$ cat config.mk
export PLATFORM = sky130hd
export DESIGN_NAME = return_addr_stack
export DESIGN_NICKNAME = d
export VERILOG_FILES = /design/src/rtl/return_addr_stack_pkg.sv /design/src/rtl/return_addr_stack_core.sv /design/src/rtl/return_addr_stack.sv
export SDC_FILE = /design/constraint.sdc
export NUM_CORES = 2
export LEC_CHECK = 0
export ABC_CLOCK_PERIOD_IN_PS = 36000
export BUFFER_PORTS_ARGS = -buffer_cell sky130_fd_sc_hd__buf_2
export CORE_ASPECT_RATIO = 0.5
export CORE_MARGIN = 1.5
export CORE_UTILIZATION = 50
export CTS_BUF_LIST = sky130_fd_sc_hd__clkbuf_8
export DETAILED_ROUTE_END_ITERATION = 16
export GPL_TIMING_DRIVEN = 1
export PLACE_DENSITY = 0.67
export SETUP_SLACK_MARGIN = 0.3
export SYNTH_ARGS = -nofsm -noshare
export SYNTH_HDL_FRONTEND = slang
export SYNTH_SLANG_ARGS = --single-unit
$ cat constraint.sdc
create_clock -name clk_i -period 36 [get_ports clk_i]
set_input_delay 1.8 -clock clk_i [delete_from_list [all_inputs] [get_ports clk_i]]
set_output_delay 1.8 -clock clk_i [all_outputs]
set_load 0.01 [all_outputs]
$ cat src/rtl/return_addr_stack_pkg.sv
// Shared definitions for the return-address stack predictor: the Y86 icodes
// it reacts to and the per-stack operation decode.
package return_addr_stack_pkg;

  localparam logic [3:0] ICALL = 4'h8;
  localparam logic [3:0] IRET  = 4'h9;

  typedef enum logic [1:0] {
    OP_NONE = 2'd0,
    OP_PUSH = 2'd1,
    OP_POP  = 2'd2
  } ras_op_e;

  // A call pushes its return address, a ret pops; everything else is inert.
  function automatic ras_op_e decode_op(input logic [3:0] icode);
    ras_op_e op;
    case (icode)
      ICALL:   op = OP_PUSH;
      IRET:    op = OP_POP;
      default: op = OP_NONE;
    endcase
    return op;
  endfunction

endpackage

$ cat src/rtl/return_addr_stack_core.sv
// One circular return-address stack. The next-state image is exported so a
// sibling stack can be loaded with this stack's post-update contents.
module ras_stack_core #(
  parameter int DEPTH = 8,
  parameter int AW    = 64
) (
  input  logic                     clk_i,
  input  logic                     rst_i,
  input  logic                     push_i,
  input  logic                     pop_i,
  input  logic                     load_i,
  input  logic [AW-1:0]            push_data_i,
  input  logic [DEPTH*AW-1:0]      load_mem_i,
  input  logic [$clog2(DEPTH)-1:0] load_tp_i,
  input  logic [$clog2(DEPTH):0]   load_cnt_i,
  output logic [DEPTH*AW-1:0]      nxt_mem_o,
  output logic [$clog2(DEPTH)-1:0] nxt_tp_o,
  output logic [$clog2(DEPTH):0]   nxt_cnt_o,
  output logic [AW-1:0]            top_o,
  output logic [$clog2(DEPTH):0]   cnt_o
);

  localparam int PW = $clog2(DEPTH);
  localparam int CW = PW + 1;
  localparam logic [CW-1:0] CNT_MAX = CW'(DEPTH);
  localparam logic [CW-1:0] CNT_ONE = CW'(1);
  localparam logic [PW-1:0] TP_ONE  = PW'(1);

  logic [AW-1:0] mem_q [DEPTH];
  logic [AW-1:0] mem_d [DEPTH];
  logic [PW-1:0] tp_q, tp_d;
  logic [CW-1:0] cnt_q, cnt_d;
  logic [PW-1:0] top_idx_s;

  // Next-state: load overrides any op; push wraps and saturates, pop ignores underflow.
  always_comb begin
    for (int i = 0; i < DEPTH; i++) begin
      mem_d[i] = mem_q[i];
    end
    tp_d  = tp_q;
    cnt_d = cnt_q;
    if (load_i) begin
      for (int i = 0; i < DEPTH; i++) begin
        mem_d[i] = load_mem_i[i*AW +: AW];
      end
      tp_d  = load_tp_i;
      cnt_d = load_cnt_i;
    end else if (push_i) begin
      mem_d[tp_q] = push_data_i;
      tp_d        = tp_q + TP_ONE;
      if (cnt_q == CNT_MAX) begin
        cnt_d = cnt_q;
      end else begin
        cnt_d = cnt_q + CNT_ONE;
      end
    end else if (pop_i) begin
      if (cnt_q != '0) begin
        tp_d  = tp_q - TP_ONE;
        cnt_d = cnt_q - CNT_ONE;
      end else begin
        tp_d  = tp_q;
        cnt_d = cnt_q;
      end
    end else begin
      tp_d  = tp_q;
      cnt_d = cnt_q;
    end
  end

  // State register; reset clears every entry so the prediction reads 0.
  always_ff @(posedge clk_i or posedge rst_i) begin
    if (rst_i) begin
      for (int i = 0; i < DEPTH; i++) begin
        mem_q[i] <= '0;
      end
      tp_q  <= '0;
      cnt_q <= '0;
    end else begin
      for (int i = 0; i < DEPTH; i++) begin
        mem_q[i] <= mem_d[i];
      end
      tp_q  <= tp_d;
      cnt_q <= cnt_d;
    end
  end

  for (genvar g = 0; g < DEPTH; g++) begin : g_flat
    assign nxt_mem_o[g*AW +: AW] = mem_d[g];
  end

  assign nxt_tp_o  = tp_d;
  assign nxt_cnt_o = cnt_d;
  assign top_idx_s = tp_q - TP_ONE;
  assign top_o     = mem_q[top_idx_s];
  assign cnt_o     = cnt_q;

endmodule

$ cat src/rtl/return_addr_stack.sv
// Return-address stack predictor: a speculative stack driven by fetch and a
// committed stack driven by write-back; a flush reloads the speculative copy
// from the committed stack's post-commit state.
module return_addr_stack
  import return_addr_stack_pkg::*;
#(
  parameter int DEPTH = 8,
  parameter int AW    = 64
) (
  input  logic                   clk_i,
  input  logic                   rst_i,
  input  logic                   f_fire_i,
  input  logic [3:0]             f_icode_i,
  input  logic [AW-1:0]          f_valP_i,
  input  logic                   flush_i,
  input  logic                   w_commit_i,
  input  logic [3:0]             W_icode_i,
  input  logic [AW-1:0]          W_retaddr_i,
  output logic [AW-1:0]          f_predRet_o,
  output logic                   f_predRet_valid_o,
  output logic [$clog2(DEPTH):0] spec_count_o
);

  localparam int PW = $clog2(DEPTH);

  ras_op_e f_op_s, w_op_s;
  logic spec_push_s, spec_pop_s, spec_load_s;
  logic cmt_push_s, cmt_pop_s;

  logic [DEPTH*AW-1:0] cmt_nxt_mem_s;
  logic [PW-1:0]       cmt_nxt_tp_s;
  logic [PW:0]         cmt_nxt_cnt_s;
  logic [PW:0]         spec_cnt_s;

  logic [DEPTH*AW-1:0] spec_nxt_mem_unused;
  logic [PW-1:0]       spec_nxt_tp_unused;
  logic [PW:0]         spec_nxt_cnt_unused;
  logic [AW-1:0]       cmt_top_unused;
  logic [PW:0]         cmt_cnt_unused;

  assign f_op_s = decode_op(f_icode_i);
  assign w_op_s = decode_op(W_icode_i);

  // Fetch-side decode; a flush drops the wrong-path fetch op and restores.
  always_comb begin
    spec_push_s = 1'b0;
    spec_pop_s  = 1'b0;
    spec_load_s = 1'b0;
    if (flush_i) begin
      spec_load_s = 1'b1;
    end else if (f_fire_i) begin
      case (f_op_s)
        OP_PUSH: spec_push_s = 1'b1;
        OP_POP:  spec_pop_s  = 1'b1;
        default: spec_push_s = 1'b0;
      endcase
    end else begin
      spec_load_s = 1'b0;
    end
  end

  // Write-back decode; the committed stack ignores flushes.
  always_comb begin
    cmt_push_s = 1'b0;
    cmt_pop_s  = 1'b0;
    if (w_commit_i) begin
      case (w_op_s)
        OP_PUSH: cmt_push_s = 1'b1;
        OP_POP:  cmt_pop_s  = 1'b1;
        default: cmt_push_s = 1'b0;
      endcase
    end else begin
      cmt_push_s = 1'b0;
    end
  end

  ras_stack_core #(.DEPTH(DEPTH), .AW(AW)) u_cmt (
    .clk_i       (clk_i),
    .rst_i       (rst_i),
    .push_i      (cmt_push_s),
    .pop_i       (cmt_pop_s),
    .load_i      (1'b0),
    .push_data_i (W_retaddr_i),
    .load_mem_i  ({(DEPTH*AW){1'b0}}),
    .load_tp_i   ({PW{1'b0}}),
    .load_cnt_i  ({(PW+1){1'b0}}),
    .nxt_mem_o   (cmt_nxt_mem_s),
    .nxt_tp_o    (cmt_nxt_tp_s),
    .nxt_cnt_o   (cmt_nxt_cnt_s),
    .top_o       (cmt_top_unused),
    .cnt_o       (cmt_cnt_unused)
  );

  ras_stack_core #(.DEPTH(DEPTH), .AW(AW)) u_spec (
    .clk_i       (clk_i),
    .rst_i       (rst_i),
    .push_i      (spec_push_s),
    .pop_i       (spec_pop_s),
    .load_i      (spec_load_s),
    .push_data_i (f_valP_i),
    .load_mem_i  (cmt_nxt_mem_s),
    .load_tp_i   (cmt_nxt_tp_s),
    .load_cnt_i  (cmt_nxt_cnt_s),
    .nxt_mem_o   (spec_nxt_mem_unused),
    .nxt_tp_o    (spec_nxt_tp_unused),
    .nxt_cnt_o   (spec_nxt_cnt_unused),
    .top_o       (f_predRet_o),
    .cnt_o       (spec_cnt_s)
  );

  assign spec_count_o      = spec_cnt_s;
  assign f_predRet_valid_o = (spec_cnt_s != '0);

endmodule
==> Yosys cells after proc, flatten, opt, wreduce, memory -nomap -nowiden <==
Index checks and enable logic that the tools add are counted.
W data, S select, Z words.
{ "classes": {"addsub": 8, "n_lt_le_gt_ge": 5, "n_eq_ne": 11, "muxes": 41, "bitwise_logic": 3, "n_reduce_logical": 9} }
{ "ops": {"columns": ["op", "count"], "rows": [
  ["$mux W512", 3],
  ["$bwmux W512", 2],
  ["$demux W64 S3", 2],
  ["$mux W64", 4],
  ["$bmux W64 S3", 1],
  ["$mux W4", 9],
  ["$eq A4 B4 Y1 const B", 6],
  ["$mux W3", 7],
  ["$ge A4 B4 Y1 const B", 3],
  ["$not A3 Y4", 3],
  ["$mux W1", 11],
  ["$add A4 B1 Y4 const B", 2],
  ["$lt A4 B1 Y1 const B", 2],
  ["$pmux W2 S2", 2],
  ["$reduce_bool A4 Y1", 2],
  ["$sub A4 B1 Y4 const B", 2],
  ["$add A3 B1 Y3 const B", 2],
  ["$reduce_bool A3 Y1", 2],
  ["$sub A3 B1 Y3 const B", 2],
  ["$eq A2 B1 Y1 const B", 2],
  ["$eq A2 B2 Y1 const B", 2],
  ["$ne A3 B3 Y1 const B", 1],
  ["$reduce_and A3 Y1", 1],
  ["$logic_and A1 B1 Y1", 2],
  ["2 further kinds", 2]
]} }
{ "totals": {"ff_bits": 1038, "input_bits": 141, "out_inout_bits": 69, "elab_cells": 97} }

==> Longest topological paths before layout <==
{ "depth": {"depth_word": 9, "ltp_mapped": 10, "depth_no_buf": 7} }

==> Hierarchy <==
From an unflattened synthesis, not the netlist that was laid out.
{ "unflattened": {"hier_cells": 5185, "area_unflattened_um2": 56346.5} }
{ "modules_own_cells": {"columns": ["module", "instances", "cells_each", "area_each_um2", "seq_area_each_um2"], "rows": [
  ["ras_stack_core at u_spec", 1, 2589, 28234.6, 12987.5],
  ["ras_stack_core at u_cmt", 1, 2586, 28051.9, 12987.5],
  ["return_addr_stack", 1, 10, 60.1, 0.0]
]} }

==> Worst setup path after synthesis <==
Ideal clock, no wire load.
{ "synth_timing": {"path_type": "register -> output", "startpoint": "reg u_spec.tp_q[0]", "endpoint": "out f_predRet_o[0]", "arrival_time_ns": 2.880, "required_ns": 34.200, "setup_slack_ns": 31.320, "stages_incl_launch_ff": 10, "path_buffers": 5, "cell_sequence": "dfrtp_1 clkbuf_1 buf_2 buf_1 inv_1 ha_1 clkbuf_1 clkbuf_1 mux4_2 mux2_2"} }
{ "synth_between": {"elab_chain_cells": 5} }
{ "synth_lines": {"columns": ["item", "line", "rtl"], "rows": [
  ["start: declaration", "return_addr_stack_core.sv:31", "logic [PW-1:0] tp_q, tp_d;"],
  ["start signal: assignment", "return_addr_stack_core.sv:82", "tp_q <= tp_d;"],
  ["$sub A3 B1 Y3", "return_addr_stack_core.sv:93", "assign top_idx_s = tp_q - TP_ONE;"],
  ["$not A3 Y4 (not written as such)", "return_addr_stack_core.sv:94", "assign top_o = mem_q[top_idx_s];"],
  ["$bmux W64 S3", "return_addr_stack_core.sv:94", null],
  ["$mux W64 (not written as such) (2 in series)", "return_addr_stack_core.sv:94", null],
  ["end: declaration", "return_addr_stack.sv:19", "output logic [AW-1:0] f_predRet_o,"]
]} }
No other way between the ends. The select of a mux whose other input is x is not followed.

==> Worst setup path after layout <==
{ "layout_timing": {"startpoint": "reg u_spec.tp_q[0]", "endpoint": "out f_predRet_o[21]"} }
Same word-level chain as after synthesis.

==> impl_results.md <==
* Internal at 2470 uW
* Pwr Total at 3580 uW
* Skew final at 0.0335 ns
* Grt ovf at 0
* CTS Sinks at 1038
* Final Setup Violations at 0
* Net Sw Power at 1110 uW
* Crit path max-delay family: buffers and inverters
* First-pass GRT wire length at 203000 microns
* Tcrit/Tclk final at 17.5%
* Layout Cells excl Fill at 5320
* Via count at 32782
* DR DRC count at 0
* Kind of critical path: reg2out
* Cell Pwr Density at 66.8 mW/mm^2
* Antenna violations before repair at 11
* Max rail drop VDD at 0.0000618 V
* EDFF count, synth at 0
* Area contributors post-synth: dfrtp_1, o211a_1, mux2_2
* Hold WC Path Type: reg2reg
* Final wirelength at 130000 microns
* Fill count at 7939
* Sequential area share after synthesis at 52.9%
* Initial DRC Count at 3149
* Tot GR Track Use at 26.1%
* CP bufs+invs at 3
* Die Area at 0.100 sq mm
* DIE HEIGHT at 224 microns
* Crit path max-delay cell type: buf_4
* CTS Hold Buffers Added at 0
* Setup crit start kind: flip-flop
* TritonCTS Buffers at 151
* Initial Utilization at 50.9%
* PnR worst setup slack at 29.71 ns
* Status: finished, final reports clean
* CTS resizes at 0
* Final Cell Area at 0.0536 sq mm
* Max-slew violations at 0
* Synth top area share at 52.9%
* Row count at 80
* Minimum clock period at 6.29 ns
* Worst slew pin tran at 1.28 ns
* Asr flop ratio synth at 100%
* IO Pins at 210
* Setup bufs post-CTS at 0
* Syn_nets at 3955
* Seq cells post-synth at 1038
* Sum Neg Setup Slack at 0 ns
* Clk buf depth at 3
* Vias in the first global route at 34220
* Switch share at 31.0%
* Clk slew on worst S/H paths at 0.07 ns
* Die X at 446 microns
* RSZ-0062 raised after global routing: false
* Vias per cell at 6.16
* Crit path required time at 34.20 ns
* DRT Pass-1 Iters at 6
* # placed instances at 5055
* Maximum fanout along the worst path at 60
* Register share of total power at 43.2%
* Final HPWL DP at 69000 microns
* Nets at 4046
* Combinational power share at 31.6%
* Drt wl/cell at 24.4 microns
* CORE AREA at 0.0963 sq mm
* PortBufs at 209
* Synth unique cells at 56
* Share of layout cells above drive strength 1 at 29.2%
* Area Growth Syn to Fin at 9.20%
* Clk pwr share at 25.2%
* Htree depth at 4
* Placed Area at 0.0508 sq mm
* CTS tree: built
* GPL Wtd Cong at 0.760
* CP Capture Type: output port
* Most used DFF post-synth: dfrtp_1
* Synthesis Warnings at 0
* Max cap viols at 0
* Largest net degree at the start of global routing at 181
* CP arrival at 4.49 ns
* Largest area contributor in the netlist: dfrtp_1
* Post-Syn Instances at 3805
* Final hold violation count at 0
* Crit-path max cell delay at 0.92 ns
* Mean Syn Cell Area at 12.9 sq um
* Routed Antenna Nets at 0
* Max Clk Rate at 159 MHz
* Leakage power at 0.0274 uW
* Clock latency on the worst-skew pair at 0.84 ns
* CP cell instances: inv_1 > ha_4 > buf_4 > mux4_2 > mux2_2 > buf_2
* DP Worst Slack at 30.53 ns
* Synthesized area at 0.0491 sq mm
* Relative slew slack at 13.5%
* CTS root buffer: clkbuf_8
state kept, by name (all words and copies together) (netlist names):
signal	cells
u_cmt.tp_q	3
u_spec.cnt_o	4
u_cmt.mem_q	512
u_spec.tp_q	3
u_cmt.cnt_o	4
u_spec.mem_q	512
power by group through the flow:
stage / sequential (uW) / combinational [uW] / clock, uW
floorplan: 1520 / 843 / 0
global placement: 1550 / 1110 / 0
detailed placement: 1560 / 1140 / 0
CTS: 1540 / 1140 / 922
global route: 1570 / 1210 / 975
finish: 1540 / 1130 / 902
synthesized netlist by cell type, types with 2 or more instances:
cell,count
dfrtp_1,1038
nand2_1,520
or3_1,516
o211a_1,513
mux2_2,382
clkbuf_1,226
mux2_4,162
mux4_2,128
nor2_1,69
buf_2,62
buf_6,38
mux2_1,33
inv_1,11
nor4_1,9
ha_1,8
nand2b_1,7
o21ai_0,6
a31oi_1,5
nor4_4,5
or4_1,5
xnor2_1,5
a21oi_1,4
a21o_1,3
buf_1,3
buf_4,3
nor4bb_1,3
or2_2,3
xor2_1,3
a221oi_1,2
inv_2,2
nand3_1,2
nand4bb_1,2
nor2b_1,2
nor3b_1,2
o221a_2,2
area by class of cell:
class                   instances  area, sq um  share of cell area [%]
multi-input cells            2422        21500                    40.1
inverters                      13         63.8                   0.119
clock inverters                74          302                   0.563
well taps                    1312         1640                    3.06
diodes                         10         25.0                  0.0467
clock buffers                 181         2490                    4.65
repair buffers                270         1560                    2.92
flip-flops and latches       1038        26000                    48.5
metal layers:
layer / GRT usage, % / vias up / share of wire (%)
met5: 0 / - / 0.010
met4: 9.20 / 2 / 2.7
met3: 3.65 / 226 / 5.0
met2: 41.9 / 977 / 48
met1: 36.6 / 17460 / 45
li1: - / 14117 / -
cell usage in the layout, fill, tap and decap left out, types with 10 or more instances in the layout:
cell and count:
dfrtp_1 1037, nand2_1 520, or3_1 516, o211a_1 513, mux2_2 382, buf_2 208
clkbuf_8 181, mux2_4 162, mux4_2 128, inv_1 70, nor2_1 69, buf_4 57
mux2_1 33, clkinv_2 12, diode_2 10
per-stage QoR:
step | hold WS [ns] | utilization [%]
finish | 0.484 | 55.6
global route | 0.493 | 55.6
CTS | 0.486 | 55.6
detailed placement | 0.471 | 52.7
global placement | 0.465 | 52.7
floorplan | 0.455 | -
worst register-to-register path: cells and delay by family (launching register included):
kind            cells  cell delay (ns)
buf+inv             2             1.62
flops               1             0.88
simple gates        3             0.57
compound gates      1             0.16
logic make-up after synthesis:
| family | count (synthesis) | share of synthesized area [%] |
|---|---|---|
| simple gates | 1153 | 11.9 |
| flops | 1038 | 52.9 |
| mux | 706 | 20.4 |
| compound gates | 546 | 10.9 |
| buf+inv | 345 | 3.40 |
| fa+ha+maj | 9 | 0.245 |
| xor+xnor | 8 | 0.143 |
path summary, 6_finish.rpt:
check	from	endpoint	slack, ns	depth (start not counted)
min in group asynchronous	rst_i	u_spec.mem_q[434]	1.16	2
hold reg to reg	u_cmt.mem_q[58]	u_cmt.mem_q[58]	0.48	1
hold / removal	u_cmt.mem_q[58]	u_cmt.mem_q[58]	0.48	1
setup / recovery	u_spec.tp_q[0]	f_predRet_o[21]	29.71	6
max in group asynchronous	rst_i	u_cmt.mem_q[146]	31.51	5
setup reg to reg	u_spec.tp_q[0]	u_spec.mem_q[62]	32.66	6
Power figures use the tool's default switching activity.
